File: src/rtl/irq_timer_ctrl.sv
`default_nettype none
// ============================================================================
//  Module   : irq_timer_ctrl
//  Purpose  : CSR-attached interrupt controller with a built-in interval
//             timer. Latches peripheral requests as pending (edge or level
//             semantics per source), masks them and presents a registered
//             32-bit interrupt vector to the CPU. The timer is internal
//             source index NSRC and always behaves as an edge source.
//  Ports    : sys_clk  - system clock
//             sys_rst  - asynchronous, active-high reset
//             csr_a    - CSR address; [13:10] bank, [3:0] register index
//             csr_we   - CSR write strobe (single cycle)
//             csr_di   - CSR write data
//             csr_do   - CSR read data, registered, 0 when bank not selected
//             irq_src  - peripheral requests (sys_clk domain)
//             irq_o    - interrupt vector to CPU; bits above NSRC read 0
//  Register map (index = csr_a[3:0]):
//             0 PENDING R/W1C   1 MASK RW   2 EDGE RW (bit NSRC reads 1)
//             3 CTRL {AUTO,EN}  4 RELOAD    5 COUNT   6..15 read 0
//  Revision : 1.0 - initial release
// ============================================================================
module irq_timer_ctrl #(
  parameter logic [3:0]  CSR_ADDR = 4'h4,
  parameter int unsigned NSRC     = 8
) (
  input  logic            sys_clk,
  input  logic            sys_rst,
  input  logic [13:0]     csr_a,
  input  logic            csr_we,
  input  logic [31:0]     csr_di,
  output logic [31:0]     csr_do,
  input  logic [NSRC-1:0] irq_src,
  output logic [31:0]     irq_o
);

  // Pending/mask vectors carry one extra bit for the timer source.
  localparam int unsigned NB = NSRC + 1;

  localparam logic [3:0] C_REG_PENDING = 4'd0;
  localparam logic [3:0] C_REG_MASK    = 4'd1;
  localparam logic [3:0] C_REG_EDGE    = 4'd2;
  localparam logic [3:0] C_REG_CTRL    = 4'd3;
  localparam logic [3:0] C_REG_RELOAD  = 4'd4;
  localparam logic [3:0] C_REG_COUNT   = 4'd5;

  // --------------------------------------------------------------------------
  // State
  // --------------------------------------------------------------------------
  logic [NB-1:0]   pending_q, pending_d;
  logic [NB-1:0]   mask_q,    mask_d;
  logic [NSRC-1:0] edge_q,    edge_d;
  logic [NSRC-1:0] src_prev_q;
  logic            en_q,      en_d;
  logic            auto_q,    auto_d;
  logic [31:0]     reload_q,  reload_d;
  logic [31:0]     count_q,   count_d;
  logic [31:0]     csr_do_d;
  logic [31:0]     irq_d;

  // --------------------------------------------------------------------------
  // CSR decode
  // --------------------------------------------------------------------------
  logic       w_sel;
  logic [3:0] w_idx;
  logic       w_wr;
  logic       w_unused;

  assign w_sel = (csr_a[13:10] == CSR_ADDR);
  assign w_idx = csr_a[3:0];
  assign w_wr  = w_sel & csr_we;

  // Address bits between bank and register index are not decoded.
  assign w_unused = ^csr_a[9:4];

  // --------------------------------------------------------------------------
  // Timer and pending next-state
  // --------------------------------------------------------------------------
  logic          w_wr_count;
  logic          w_timer_evt;
  logic [NB-1:0] w_edge_full;
  logic [NB-1:0] w_src_full;
  logic [NB-1:0] w_prev_full;
  logic [NB-1:0] w_set;
  logic [NB-1:0] w_clr;

  assign w_wr_count = w_wr && (w_idx == C_REG_COUNT);

  // A COUNT write takes precedence, so it also swallows a terminal event.
  assign w_timer_evt = en_q && (count_q == 32'd0) && !w_wr_count;

  // The timer is appended as an edge source whose "previous" value is always
  // 0, so its set term reduces to the one-cycle event strobe itself.
  assign w_edge_full = {1'b1, edge_q};
  assign w_src_full  = {w_timer_evt, irq_src};
  assign w_prev_full = {1'b0, src_prev_q};

  assign w_set = (w_edge_full & w_src_full & ~w_prev_full) |
                 (~w_edge_full & w_src_full);
  assign w_clr = (w_wr && (w_idx == C_REG_PENDING)) ? csr_di[NB-1:0] : '0;

  always_comb begin
    // Set beats clear; a held level source therefore survives its own W1C.
    pending_d = w_set | (pending_q & ~w_clr);

    mask_d   = mask_q;
    edge_d   = edge_q;
    en_d     = en_q;
    auto_d   = auto_q;
    reload_d = reload_q;
    count_d  = count_q;

    if (w_wr) begin
      case (w_idx)
        C_REG_MASK:   mask_d   = csr_di[NB-1:0];
        C_REG_EDGE:   edge_d   = csr_di[NSRC-1:0];
        C_REG_CTRL: begin
          en_d   = csr_di[0];
          auto_d = csr_di[1];
        end
        C_REG_RELOAD: reload_d = csr_di;
        default:      ;
      endcase
    end

    if (w_wr_count) begin
      count_d = csr_di;
    end else if (en_q && (count_q != 32'd0)) begin
      count_d = count_q - 32'd1;
    end else if (w_timer_evt) begin
      if (auto_q) begin
        count_d = reload_q;
      end else begin
        // One-shot expiry overrides whatever a same-cycle CTRL write asked.
        en_d = 1'b0;
      end
    end
  end

  // --------------------------------------------------------------------------
  // Read mux (zero-extended) and interrupt vector
  // --------------------------------------------------------------------------
  always_comb begin
    csr_do_d = '0;
    if (w_sel) begin
      case (w_idx)
        C_REG_PENDING: csr_do_d[NB-1:0] = pending_q;
        C_REG_MASK:    csr_do_d[NB-1:0] = mask_q;
        C_REG_EDGE:    csr_do_d[NB-1:0] = w_edge_full;
        C_REG_CTRL:    csr_do_d[1:0]    = {auto_q, en_q};
        C_REG_RELOAD:  csr_do_d         = reload_q;
        C_REG_COUNT:   csr_do_d         = count_q;
        default:       csr_do_d         = '0;
      endcase
    end
  end

  always_comb begin
    irq_d         = '0;
    irq_d[NB-1:0] = pending_q & mask_q;
  end

  // --------------------------------------------------------------------------
  // Registers
  // --------------------------------------------------------------------------
  always_ff @(posedge sys_clk or posedge sys_rst) begin
    if (sys_rst) begin
      pending_q  <= '0;
      mask_q     <= '0;
      edge_q     <= '0;
      src_prev_q <= '0;
      en_q       <= 1'b0;
      auto_q     <= 1'b0;
      reload_q   <= '0;
      count_q    <= '0;
      csr_do     <= '0;
      irq_o      <= '0;
    end else begin
      pending_q  <= pending_d;
      mask_q     <= mask_d;
      edge_q     <= edge_d;
      src_prev_q <= irq_src;
      en_q       <= en_d;
      auto_q     <= auto_d;
      reload_q   <= reload_d;
      count_q    <= count_d;
      csr_do     <= csr_do_d;
      irq_o      <= irq_d;
    end
  end

endmodule
`default_nettype wire

File: config.mk
export PLATFORM = sky130hd
export DESIGN_NAME = irq_timer_ctrl
export DESIGN_NICKNAME = d
export VERILOG_FILES = /design/src/rtl/irq_timer_ctrl.sv
export SDC_FILE = /design/constraint.sdc
export NUM_CORES = 1
export LEC_CHECK = 0
export BUFFER_PORTS_ARGS = -buffer_cell sky130_fd_sc_hd__buf_2
export CORE_MARGIN = 4
export CORE_UTILIZATION = 40
export CTS_BUF_LIST = sky130_fd_sc_hd__clkbuf_4 sky130_fd_sc_hd__clkbuf_8
export DETAILED_ROUTE_END_ITERATION = 6
export PLACE_DENSITY_LB_ADDON = 0.15
export SLEW_MARGIN = 10
export SYNTH_ARGS = -nofsm -noshare
export SYNTH_HDL_FRONTEND = slang
export SYNTH_SLANG_ARGS = --single-unit
File: constraint.sdc
create_clock -name sys_clk -period 4.8 [get_ports sys_clk]
set_input_delay 0.96 -clock sys_clk [delete_from_list [all_inputs] [get_ports sys_clk]]
set_output_delay 0.96 -clock sys_clk [all_outputs]
set_load 0.03 [all_outputs]
==> results.toml <==
[cells_and_area]
areaGrowthSynthToFinish_pct = 14.47
nNetsFinal = 759
drive_gt1_frac = 0.2889
utilization = 0.4700
diodes = 0
nFillCells = 1637

[floorplan]
fp.dieH_um = 138.9
die_w_um = 138.9
start_util = 0.4105
row_count = 47
coreArea_um2 = 16700
ios = 121
die-area_um2 = 19300

[logic_synthesis]
synth-seq-area-share = 0.5146
synth-edff-count = 0
synth_top_area_cell = "dfrtp_1"
synth_top_area_frac = 0.5146
ys.flop_type = "dfrtp_1"
ys.warnings.count = 0
synth_cell_types = 61
synth_area_per_cell_um2 = 11.08
ys_top_cells_by_area = "dfrtp_1, mux2_2, a22oi_1"
synth_seq_cells = 141
netlist_instances = 619
synthArstFlopShare = 1.000
netlist_area_um2 = 6857

[clock_tree]
cts_hold_buffers = 0
htree_num_levels = 4
ctsResizeCount = 0
clk_pin_slew_worst_paths_ns = 0.08
cts_tree = "done"
clockRootBuffer = "clkbuf_8"
clock_sinks = 141
cts_buffer_depth = 2
clkLatencyLatePin_ns = 0.45
cts_buffers = 17
cts_setup_buffers = 0

[grt]
use_met2 = 0.3030
met1_usage = 0.2563
busiest_layer = "met2"
grt_max_degree = 63
grtUsageTotal = 0.1888
grt_first_pass_wirelength_um = 29280
grt_pass1_vias = 5390
grt.met3_usage = 0.04310
antenna_found_initial = 0
grt_overflow = 0

[detailed_routing]
drc = 0
drtIter0Drc = 379
vias = 5251
avgViaCountPerCell = 5.628
drtAntennaViolNets = 0
first_pass_iters = 5
drt-wirelength-per-cell_um = 19.07
wl_um = 17790

[critical_path]
r2r_setup_slack_ns = 1.30
rr_endpoint = "count_q[23]"
startpoint_type = "flop"
crit_arrival_ns = 3.87
required_ns = 5.17
path_max_fanout = 20
cp-endpoint = "count_q[23]"
timing.rr.start = "count_q[0]"
end_kind = "flop"
path_class = "reg -> reg"
crit_path_start = "count_q[0]"
reg2reg_depth = 9

[power_and_ir_drop]
p_leak_nw = 3.534
power.density_nw_per_um2 = 414.3
ir_drop_uv = 199.7

[timing]
finalHoldViolCount = 0
max_freq_mhz = 285.7
fin_skew_ns = 0.01063
rsz0062_at_grt = "false"
relSlewSlack = 0.3596
layout_min_cycle_time_ns = 3.500
postLayoutSetupSlackWorst_ns = 1.300
finalCritPeriodShare = 0.7293
worst_hold_slack_ns = 0.5156
tns_ns = 0
setup_viol = 0
drv_slew = 0
worst_pin_slew_ns = 0.9607

[run]
cap_violations = 0

[status]
outcome = "finished clean"

[worst_hold_path]
hold_class = "reg -> reg"

[placement]
dp_hpwl_um = 11820
routabilityCongestion = 0.8127
dp_slack_ns = 1.279
numPortBuffers = 91
[metrics by stage]
step                      area (µm²)  total power, mW  instances
final                           7849            3.252        933
after global routing            7849            3.440        933
after CTS                       7849            3.282        933
after detailed placement        7417            2.234        901
after global placement          7417            2.213        901
after floorplan                 6939            2.060        641
[cell families (layout without fill, tap and decap cells)]
family,after synthesis,after routing,synth area share
other cells,1,23,0.0005469
flops,141,141,0.5146
fa+ha+maj,2,2,0.003649
buf+inv,68,140,0.05858
compound gates,157,157,0.1750
xor+xnor,18,18,0.02299
simple gates,176,176,0.1338
mux,56,56,0.09088
[metal layers]
| metal | wire, µm | vias up | part of all wire |
|---|---|---|---|
| met5 | 0 | - | 0 |
| met4 | 264 | 0 | 0.015 |
| met3 | 919 | 20 | 0.052 |
| met2 | 8407 | 161 | 0.47 |
| met1 | 8201 | 2641 | 0.46 |
| li1 | - | 2429 | - |
[placed cells by master (no fill, tap or decap), types with 3 or more instances in the layout]
cell	synthesis	routed
dfrtp_1	141	141
buf_2	8	91
nor2_1	62	62
mux2_2	50	50
a22oi_1	36	36
nand2_1	36	35
a21oi_1	24	24
conb_1	1	23
a211oi_1	19	19
a221o_1	18	18
clkbuf_8	0	18
o21ai_0	14	14
nor3_1	14	14
xnor2_1	14	14
and2_1	11	11
buf_4	28	11
a22o_1	9	9
a222oi_1	8	8
nand3_1	8	8
inv_6	0	8
nor4_1	7	7
mux2i_1	6	6
nand2b_1	6	6
inv_1	6	5
nand4_1	5	5
and3_1	4	4
xor2_1	4	4
a31oi_1	5	4
o22ai_1	4	4
o41ai_1	3	3
o221a_2	3	3
or3_1	3	3
bufinv_16	0	3
[layout make-up]
type	instances	area [µm²]	area share
tap	220	275.3	0.03507
timing repair buffer	102	538.0	0.06855
clock buffer	19	255.2	0.03252
sequential	141	3528	0.4495
clock inverter	13	176.4	0.02248
multi-input combinational	432	3048	0.3883
inverter	6	27.53	0.003507
[worst max-delay path, stage by stage (launching register included)]
cell and delay, ns:
dfrtp_1 0.44, inv_1 0.16, ha_1 0.17, nor4b_1 0.44, nand3_1 0.36, o31ai_4 0.49
and2_1 0.84, buf_4 0.30, nand2_2 0.06, a31oi_1 0.16
[Yosys cell counts (5+ instances only)]
master	n
a211oi_1	19
a21oi_1	24
a221o_1	18
a222oi_1	8
a22o_1	9
a22oi_1	36
a31oi_1	5
and2_1	11
buf_2	8
buf_4	28
clkbuf_1	20
dfrtp_1	141
inv_1	6
mux2_2	50
mux2i_1	6
nand2_1	36
nand2b_1	6
nand3_1	8
nand4_1	5
nor2_1	62
nor3_1	14
nor4_1	7
o21ai_0	14
xnor2_1	14
[where the power goes]
| part | switching [mW] | internal [mW] |
|---|---|---|
| combinational | 0.367 | 0.289 |
| sequential | 0.230 | 1.33 |
| clock | 0.491 | 0.547 |
| total | 1.09 | 2.16 |
[flip-flops by register name (all words and copies together) (netlist names)]
| signal | count |
|---|---|
| src_prev_q | 8 |
| csr_do | 32 |
| irq_o | 9 |
| reload_q | 32 |
| auto_q | 1 |
| count_q | 32 |
| pending_q | 9 |
| en_q | 1 |
| edge_q | 8 |
| mask_q | 9 |
[worst min path at each step]
| stage | end | from | cells after the start |
|---|---|---|---|
| floorplan | irq_o[1] | mask_q[1] | 1 |
| global placement | irq_o[5] | mask_q[5] | 1 |
| detailed placement | irq_o[4] | mask_q[4] | 1 |
| CTS | irq_o[5] | mask_q[5] | 1 |
| global route | irq_o[5] | mask_q[5] | 1 |
| finish | irq_o[0] | mask_q[0] | 1 |
(Power assumes the default switching activity.)
